**src/rtl/ntt_sched_pkg.sv**
```systemverilog
// Shared types and constants for the NTT job scheduler: FSM states,
// completion codes and the 16-bit job descriptor.
package ntt_sched_pkg;

   localparam int unsigned MAX_MODULI = 60;
   localparam int unsigned MOD_W      = 6;
   localparam int unsigned TAG_W      = 4;
   localparam int unsigned ERR_W      = 2;
   localparam int unsigned DESC_W     = 16;

   localparam logic [ERR_W-1:0] ERR_OK      = 2'd0;
   localparam logic [ERR_W-1:0] ERR_BADDESC = 2'd1;
   localparam logic [ERR_W-1:0] ERR_TIMEOUT = 2'd2;

   typedef enum logic [2:0] {
      IDLE,
      ISSUE,
      WAIT_ACK,
      WAIT_DONE,
      REPORT
   } sched_state_e;

   typedef struct packed {
      logic [TAG_W-1:0] tag;
      logic [MOD_W-1:0] first;
      logic [MOD_W-1:0] num;
   } job_desc_t;

   // Empty range or a range running past the last modulus; sum taken at 7 bits.
   function automatic logic desc_bad(input job_desc_t d, input int unsigned num_moduli);
      logic [MOD_W:0] span;
      span = (MOD_W+1)'(d.first) + (MOD_W+1)'(d.num);
      return (d.num == '0) || (span > (MOD_W+1)'(num_moduli));
   endfunction

endpackage

```
**src/rtl/sched_fifo.sv**
```systemverilog
// Synchronous descriptor FIFO; head entry is read combinationally and
// full/empty are registered alongside the occupancy count.
module sched_fifo #(
   parameter int unsigned DEPTH = 4,
   parameter int unsigned WIDTH = 16
) (
   input  logic                     clk,
   input  logic                     reset,
   input  logic                     push_i,
   input  logic [WIDTH-1:0]         wdata_i,
   input  logic                     pop_i,
   output logic [WIDTH-1:0]         rdata_c_o,
   output logic                     full_o,
   output logic                     empty_o,
   output logic [$clog2(DEPTH):0]   count_o
);

   localparam int unsigned PTR_W = $clog2(DEPTH);
   localparam int unsigned CNT_W = PTR_W + 1;

   logic [WIDTH-1:0] mem_q [DEPTH];
   logic [PTR_W-1:0] wr_ptr_q, rd_ptr_q;
   logic [CNT_W-1:0] count_q, count_d;
   logic             full_q, empty_q;
   logic             push_en, pop_en;

   assign push_en = push_i && !full_q;
   assign pop_en  = pop_i && !empty_q;

   always_comb begin
      count_d = count_q;
      case ({push_en, pop_en})
         2'b10:   count_d = count_q + CNT_W'(1);
         2'b01:   count_d = count_q - CNT_W'(1);
         default: count_d = count_q;
      endcase
   end

   always_ff @(posedge clk) begin
      if (reset) begin
         wr_ptr_q <= '0;
         rd_ptr_q <= '0;
         count_q  <= '0;
         full_q   <= 1'b0;
         empty_q  <= 1'b1;
      end else begin
         if (push_en) wr_ptr_q <= wr_ptr_q + PTR_W'(1);
         if (pop_en)  rd_ptr_q <= rd_ptr_q + PTR_W'(1);
         count_q <= count_d;
         full_q  <= (count_d == CNT_W'(DEPTH));
         empty_q <= (count_d == '0);
      end
   end

   // Storage needs no reset; validity is tracked by the pointers.
   always_ff @(posedge clk) begin
      if (push_en) mem_q[wr_ptr_q] <= wdata_i;
   end

   assign rdata_c_o = mem_q[rd_ptr_q];
   assign full_o    = full_q;
   assign empty_o   = empty_q;
   assign count_o   = count_q;

endmodule

```
**src/rtl/ntt_job_scheduler.sv**
```systemverilog
// Runs the NTT controller once per RNS modulus of each queued job and returns
// one completion per job. Define NTT_SCHED_PERF_EN to add performance counters.
module ntt_job_scheduler
   import ntt_sched_pkg::*;
#(
   parameter int unsigned FIFO_DEPTH  = 4,
   parameter int unsigned NUM_MODULI  = 48,
   parameter int unsigned ACK_TIMEOUT = 4
) (
   input  logic             clk,
   input  logic             reset,
   input  logic             job_valid,
   output logic             job_ready,
   input  logic [MOD_W-1:0] job_first_mod,
   input  logic [MOD_W-1:0] job_num_mod,
   input  logic [TAG_W-1:0] job_tag,
   output logic             ctrl_start,
   output logic [MOD_W-1:0] ctrl_mod_idx,
   input  logic             ctrl_done,
   output logic             cmpl_valid,
   input  logic             cmpl_ready,
   output logic [TAG_W-1:0] cmpl_tag,
   output logic [ERR_W-1:0] cmpl_err,
   output logic             busy
`ifdef NTT_SCHED_PERF_EN
   ,
   output logic [31:0]      perf_busy_cycles,
   output logic [15:0]      perf_jobs_done
`endif
);

   localparam int unsigned NUM_MOD_EFF = (NUM_MODULI > MAX_MODULI) ? MAX_MODULI : NUM_MODULI;
   localparam int unsigned TO_W        = $clog2(ACK_TIMEOUT) + 1;
   localparam int unsigned CNT_W       = $clog2(FIFO_DEPTH) + 1;

   sched_state_e     state_q, state_d;
   logic [TAG_W-1:0] tag_q, tag_d;
   logic [ERR_W-1:0] err_q, err_d;
   logic [MOD_W-1:0] mod_q, mod_d;
   logic [MOD_W-1:0] rem_q, rem_d;
   logic [TO_W-1:0]  to_cnt_q, to_cnt_d;

   job_desc_t        push_desc, head_desc;
   logic [DESC_W-1:0] fifo_rdata;
   logic             fifo_push, fifo_pop, fifo_full, fifo_empty;
   logic [CNT_W-1:0] fifo_count;

   assign push_desc = '{tag: job_tag, first: job_first_mod, num: job_num_mod};
   assign head_desc = fifo_rdata;
   assign fifo_push = job_valid && job_ready;

   sched_fifo #(
      .DEPTH (FIFO_DEPTH),
      .WIDTH (DESC_W)
   ) u_fifo (
      .clk       (clk),
      .reset     (reset),
      .push_i    (fifo_push),
      .wdata_i   (push_desc),
      .pop_i     (fifo_pop),
      .rdata_c_o (fifo_rdata),
      .full_o    (fifo_full),
      .empty_o   (fifo_empty),
      .count_o   (fifo_count)
   );

   always_ff @(posedge clk) begin
      if (reset) begin
         state_q  <= IDLE;
         tag_q    <= '0;
         err_q    <= ERR_OK;
         mod_q    <= '0;
         rem_q    <= '0;
         to_cnt_q <= '0;
      end else begin
         state_q  <= state_d;
         tag_q    <= tag_d;
         err_q    <= err_d;
         mod_q    <= mod_d;
         rem_q    <= rem_d;
         to_cnt_q <= to_cnt_d;
      end
   end

   always_comb begin
      state_d  = state_q;
      tag_d    = tag_q;
      err_d    = err_q;
      mod_d    = mod_q;
      rem_d    = rem_q;
      to_cnt_d = to_cnt_q;
      fifo_pop = 1'b0;
      case (state_q)
         IDLE: begin
            if (!fifo_empty) begin
               fifo_pop = 1'b1;
               tag_d    = head_desc.tag;
               mod_d    = head_desc.first;
               rem_d    = head_desc.num;
               if (desc_bad(head_desc, NUM_MOD_EFF)) begin
                  err_d   = ERR_BADDESC;
                  state_d = REPORT;
               end else begin
                  err_d   = ERR_OK;
                  state_d = ISSUE;
               end
            end
         end
         // Start is only issued while the controller reports idle.
         ISSUE: begin
            if (ctrl_done) begin
               to_cnt_d = '0;
               state_d  = WAIT_ACK;
            end
         end
         WAIT_ACK: begin
            if (!ctrl_done) begin
               state_d = WAIT_DONE;
            end else if (to_cnt_q == TO_W'(ACK_TIMEOUT - 1)) begin
               err_d   = ERR_TIMEOUT;
               state_d = REPORT;
            end else begin
               to_cnt_d = to_cnt_q + TO_W'(1);
            end
         end
         WAIT_DONE: begin
            if (ctrl_done) begin
               if (rem_q == MOD_W'(1)) begin
                  err_d   = ERR_OK;
                  state_d = REPORT;
               end else begin
                  mod_d   = mod_q + MOD_W'(1);
                  rem_d   = rem_q - MOD_W'(1);
                  state_d = ISSUE;
               end
            end
         end
         REPORT: begin
            if (cmpl_ready) state_d = IDLE;
         end
         default: state_d = IDLE;
      endcase
   end

   assign job_ready    = !reset && !fifo_full;
   assign ctrl_start   = (state_q == ISSUE) && ctrl_done;
   assign ctrl_mod_idx = mod_q;
   assign cmpl_valid   = (state_q == REPORT);
   assign cmpl_tag     = tag_q;
   assign cmpl_err     = err_q;
   assign busy         = (state_q != IDLE) || (fifo_count != '0);

`ifdef NTT_SCHED_PERF_EN
   logic [31:0] perf_busy_q;
   logic [15:0] perf_jobs_q;

   // Busy cycles saturate; completed-job count wraps.
   always_ff @(posedge clk) begin
      if (reset) begin
         perf_busy_q <= '0;
         perf_jobs_q <= '0;
      end else begin
         if (busy && (perf_busy_q != '1)) perf_busy_q <= perf_busy_q + 32'd1;
         if (cmpl_valid && cmpl_ready && (cmpl_err == ERR_OK)) perf_jobs_q <= perf_jobs_q + 16'd1;
      end
   end

   assign perf_busy_cycles = perf_busy_q;
   assign perf_jobs_done   = perf_jobs_q;
`endif

endmodule
```
**config.mk**
```make
export PLATFORM = sky130hd
export DESIGN_NAME = ntt_job_scheduler
export DESIGN_NICKNAME = d
export VERILOG_FILES = /design/src/rtl/ntt_sched_pkg.sv /design/src/rtl/sched_fifo.sv /design/src/rtl/ntt_job_scheduler.sv
export SDC_FILE = /design/constraint.sdc
export NUM_CORES = 1
export LEC_CHECK = 0
export ABC_AREA = 1
export BUFFER_PORTS_ARGS = -buffer_cell sky130_fd_sc_hd__buf_2
export CORE_MARGIN = 2
export CORE_UTILIZATION = 48
export DETAILED_ROUTE_END_ITERATION = 12
export PLACE_DENSITY = 0.7
export SYNTH_ARGS = -nofsm -noshare
export SYNTH_HDL_FRONTEND = slang
export SYNTH_SLANG_ARGS = --single-unit
```
**constraint.sdc**
```tcl
create_clock -name clk -period 3.15 [get_ports clk]
set_input_delay 0.63 -clock clk [delete_from_list [all_inputs] [get_ports clk]]
set_output_delay 0.63 -clock clk [all_outputs]
set_load 0.03 [all_outputs]
```
; Word-level counts from Yosys, hierarchy flattened
; Memories as Yosys holds them, arrays and structs flattened. A register that Yosys moved wholly into a read port is not among the register bits.
; Index checks and enable logic that the tools add are counted.
[op_classes]
add_sub_neg = 8
order_cmp = 1
n_eq_ne = 19
muxes = 35
n_bitwise = 1
reduce_logical = 23
[op_table]
columns = cell, count
row1 = 6-bit 2-to-1 mux, 6
row2 = 3-bit 2-to-1 mux, 11
row3 = 6-bit one-hot mux with 2 select lines, 2
row4 = "2-bit != test, second input constant", 8
row5 = 3-bit one-hot mux with 5 select lines, 1
row6 = 2-bit 2-to-1 mux, 7
row7 = 3-bit one-hot mux with 2 select lines, 2
row8 = "3-bit by 2-bit equality test with 1-bit output, second input constant", 3
row9 = 3-bit nonzero test, 3
row10 = 4-bit AND reduction, 2
row11 = 6-bit by 6-bit adder with 7-bit output, 1
row12 = "7-bit by 6-bit greater-than comparator with 1-bit output, second input constant", 1
row13 = "3-bit by 1-bit adder with 3-bit output, second input constant", 2
row14 = "6-bit by 1-bit adder with 6-bit output, second input constant", 1
row15 = "3-bit equality test, second input constant", 2
row16 = "6-bit by 1-bit equality test with 1-bit output, second input constant", 1
row17 = 3-bit zero test, 2
row18 = 6-bit zero test, 1
row19 = 2-bit one-hot mux with 3 select lines, 1
row20 = 6-bit AND reduction, 1
row21 = "6-bit by 1-bit subtractor with 6-bit output, second input constant", 1
row22 = 1-bit logical AND, 5
row23 = 1-bit 2-to-1 mux, 5
row24 = 5-bit AND reduction, 1
row25 = other kinds (12), 17
[totals]
reg_bits = 33
ramBits = 64
output_inout_bits = 16
elab_cells = 99
mem_count = 1
[memory_table]
columns = memory, words, width, rd, rd_ports_with_merged_regs, wr, line_no
row1 = u_fifo.mem_q, 4, 16, 1, 1, 1, sched_fifo.sv:21  ; logic [WIDTH-1:0] mem_q [DEPTH];

; Logic depth before layout (Yosys ltp)
[depth]
depth_word = 7
depth_mapped = 22
ltp_nobuf = 22

; Modules after synthesis
; Synthesis repeated with hierarchy kept, for this count alone.
[hier_totals]
hier_cells = 468
area_unflattened_um2 = 4778.3
[modules_own_cells]
columns = module, n_inst, cells_each, area_each_um2, seq_area_each_um2
row1 = sched_fifo, 1, 222, 3085.5, 2142.1
row2 = ntt_job_scheduler, 1, 246, 1692.9, 480.5

; Worst setup path before layout
; OpenSTA, ideal clock, no wires.
[synth_timing]
path_type = reg2reg
start = register (tool-made name)
end = register state_q[2]
t_arrival_ps = 2413
slack_ps = 600
path_stages_with_launch = 23
n_path_buf = 3
period_less_slack_ps = 2550
path_cell_list = dfxtp_1 > buf_4 > buf_4 > buf_4 > nor2_1 > o22ai_1 > ha_1 > inv_1 > fa_1 > inv_1 > nand3_1 > nand2_1 > nand2_1 > nand2_1 > inv_1 > nand2_1 > inv_1 > nand2_1 > nand2_1 > nand2_1 > nand2_1 > nand2_1 > a21oi_1
[synth_lines]
columns = item, line_no
row1 = to (signal assigned), ntt_job_scheduler.sv:76  ; state_q <= state_d;
row2 = to (decl), ntt_job_scheduler.sv:36  ; sched_state_e state_q, state_d;

==> impl_metrics.ini <==
[clock_tree]
cts-buffers-inserted = 9
cts_num_sinks = 99
root_buffer = clkbuf_8
clk_pin_slew_ns = 0.10
cts_resized = 0
cts_hold_buf = 0
cts_tree = yes
post-cts-setup-buffers = 0
insertion_delay_ns = 0.36
h-tree-depth = 3
clockBufferDepth = 2

[die]
die_area_um2 = 10500
io_pins = 37
fp.coreArea_um2 = 9330
die_w_um = 102
initial_utilization = 0.497
rows = 35
die-height_um = 102

[power]
p_total_w = 0.00444
p_per_area_nw_per_um2 = 866
p_sw_w = 0.00184
p_comb_frac = 0.433
vdd_drop_max_mv = 0.368
swShare = 0.414
leakage_nw = 2.15
internal_power_w = 0.00260
seq_power_share = 0.383
power.share.clock = 0.184

[synth]
muxShareOfSynthArea = 0
syn-cell-area_um2 = 4640
synth_compound_area_frac = 0.112
synth_top_family_by_area = simple AND/OR/NAND/NOR gates
ys_seq_elements = 99
synth-xor-area-share = 0.0132
synth_cell_types = 44
syn_avg_cell_area_um2 = 9.51
synthCells = 488
ys_seq_area_frac = 0.565
async_flop_share = 0
yosys_warnings = 0
synth_adder_area_share = 0.0518
synth_fp_nets = 527
ys.flop_type = edfxtp_1
synth-simple-area-share = 0.182
synth_edf_count = 64

[global_route]
grt_pass1_wl_um = 15100
grt_max_degree = 33
grtUsageTotal = 0.189
gr-total-overflow = 0
grt_pass1_vias = 3212
antenna_found_initial = 0

[min_path]
hp-class = register to register

[layout]
antenna_cells = 0
nets = 564
layout_commonest_cell = nand2_1
final_cell_area_um2 = 5120
finalNonFillerCells = 659
layout-drive-gt1-share = 0.151
final_cell_mix = nand2_1, edfxtp_1, nor2_1
fillerInstances = 863
area_growth_pct = 10.4

[timing]
period_share = 0.874
skew_ns = 0.0115
setup_viol = 0
worst_pin_slew_ns = 0.632
rsz0062_at_grt = false
final_hold_viol_count = 0
fmax_ghz = 0.363
drv_slew = 0
period_minus_slack_ns = 2.75
slew_headroom = 0.578
fin_tns_setup_ns = 0

[critical_path]
cp_common_cell = nand2_1
crit_fanout = 32
critPathMaxStageDelay_ns = 0.40
crit_required_ns = 3.41
worstPathCellList = inv_2 -> o21ai_0 -> o22ai_1 -> ha_1 -> inv_1 -> fa_1 -> inv_1 -> nand3_1 -> nand2_1 -> nand2_1 -> nand2_1 -> inv_1 -> nand2_1 -> inv_1 -> nand2_1 -> nand2_1 -> nand2_1 -> nand2_1 -> nand2_1 -> a21oi_1
worst_ep_arrival_time_ns = 3.01
worst_setup_path_end_kind = register
cp_slowest_cell = fa_1
path_class = register to register
startpoint_type = register

[routing]
first_pass_iters = 4
vias_per_cell = 5.01
drc = 0
routed_wl_um = 8950
antenna_left = 0
wire_per_inst_um = 13.6
via_count = 3301
drt_iter0_drc = 143

[placement]
place_congestion = 0.927
placed_cells = 643
port-buffer-count = 36
placed_area_um2 = 4920
dpl.hpwl_um = 6300

[flow_run]
maxCapViolCount = 0

[status]
status = completed
## per-stage QoR
step                      setup slack [ns]   util  hold WS (ns)
after floorplan                      0.600      -         0.445
after global placement               0.536  0.528         0.449
after detailed placement             0.412  0.528         0.456
after CTS                            0.392  0.549         0.458
after global routing                0.0512  0.549         0.460
final                                0.397  0.549         0.461
## metal layers
metal  part of all wire  global-route usage
met1               0.46               0.244
met2               0.48               0.324
met4              0.012              0.0554
met5                  0                   0
met3              0.047              0.0363
## layout make-up
type                            count  area (um^2)  share of cell area
Multi-Input combinational cell    309         1670               0.325
Timing Repair Buffer               44          240              0.0469
Sequential cell                    99         2620               0.512
Clock buffer                       10          128              0.0249
Tap cell                          129          161              0.0315
Clock inverter                      6         71.3              0.0139
Inverter                           62          235              0.0459
## power groups by stage
stage	logic, W	clock network [W]	registers (W)
final	0.00192	0.000816	0.00170
after global routing	0.00220	0.000893	0.00172
after CTS	0.00193	0.000840	0.00170
after detailed placement	0.00192	0	0.00173
after global placement	0.00189	0	0.00172
after floorplan	0.00148	0	0.00180
## Yosys cell counts (5+ instances only)
library cell   n  share of area
inv_2          8         0.0065
nand2_1       96          0.078
nor2_1        58          0.047
inv_1         53          0.043
o21ai_0       27          0.029
dfxtp_1       35           0.15
a21oi_1       19          0.020
o21ai_1       11          0.012
ha_1          16          0.043
clkbuf_1       6         0.0049
buf_4          5         0.0081
nand3_1       26          0.028
a31oi_1       11          0.015
edfxtp_1      64           0.41
## flip-flops by register name (all words and copies together) (netlist names), named ones only
signal and count:
u_fifo.mem_q 64, rem_q 6, u_fifo.rd_ptr_q 2, cmpl_err 2, cmpl_tag 4, u_fifo.count_o 3
ctrl_mod_idx 6, to_cnt_q 3, u_fifo.wr_ptr_q 2, u_fifo.full_o 1, u_fifo.empty_o 1, state_q 3
## critical path: cells and delay by family (launching register included)
kind / cells / cell delay (ns)
AOI/OAI and AO/OA: 3 / 0.41
buffers and inverters: 5 / 0.60
adders and majority gates: 2 / 0.63
DFF: 1 / 0.37
and+or+nand+nor: 10 / 0.67
## logic make-up (layout without fill, tap and decap cells)
kind of cell,Yosys count,count (layout)
xor+xnor,7,7
fa+ha+maj,18,18
buf+inv,80,122
simple gates,197,197
flops,99,99
compound gates,87,87
## worst paths after layout
check	start	end	slack [ns]	depth (start not counted)
hold / removal	cmpl_err[1]	cmpl_err[1]	0.46	2
setup / recovery	register	state_q[2]	0.40	20
hold reg to reg	cmpl_err[1]	cmpl_err[1]	0.46	2
setup reg to reg	register	state_q[2]	0.40	20
No activity file was read; power rests on OpenSTA's default activity.
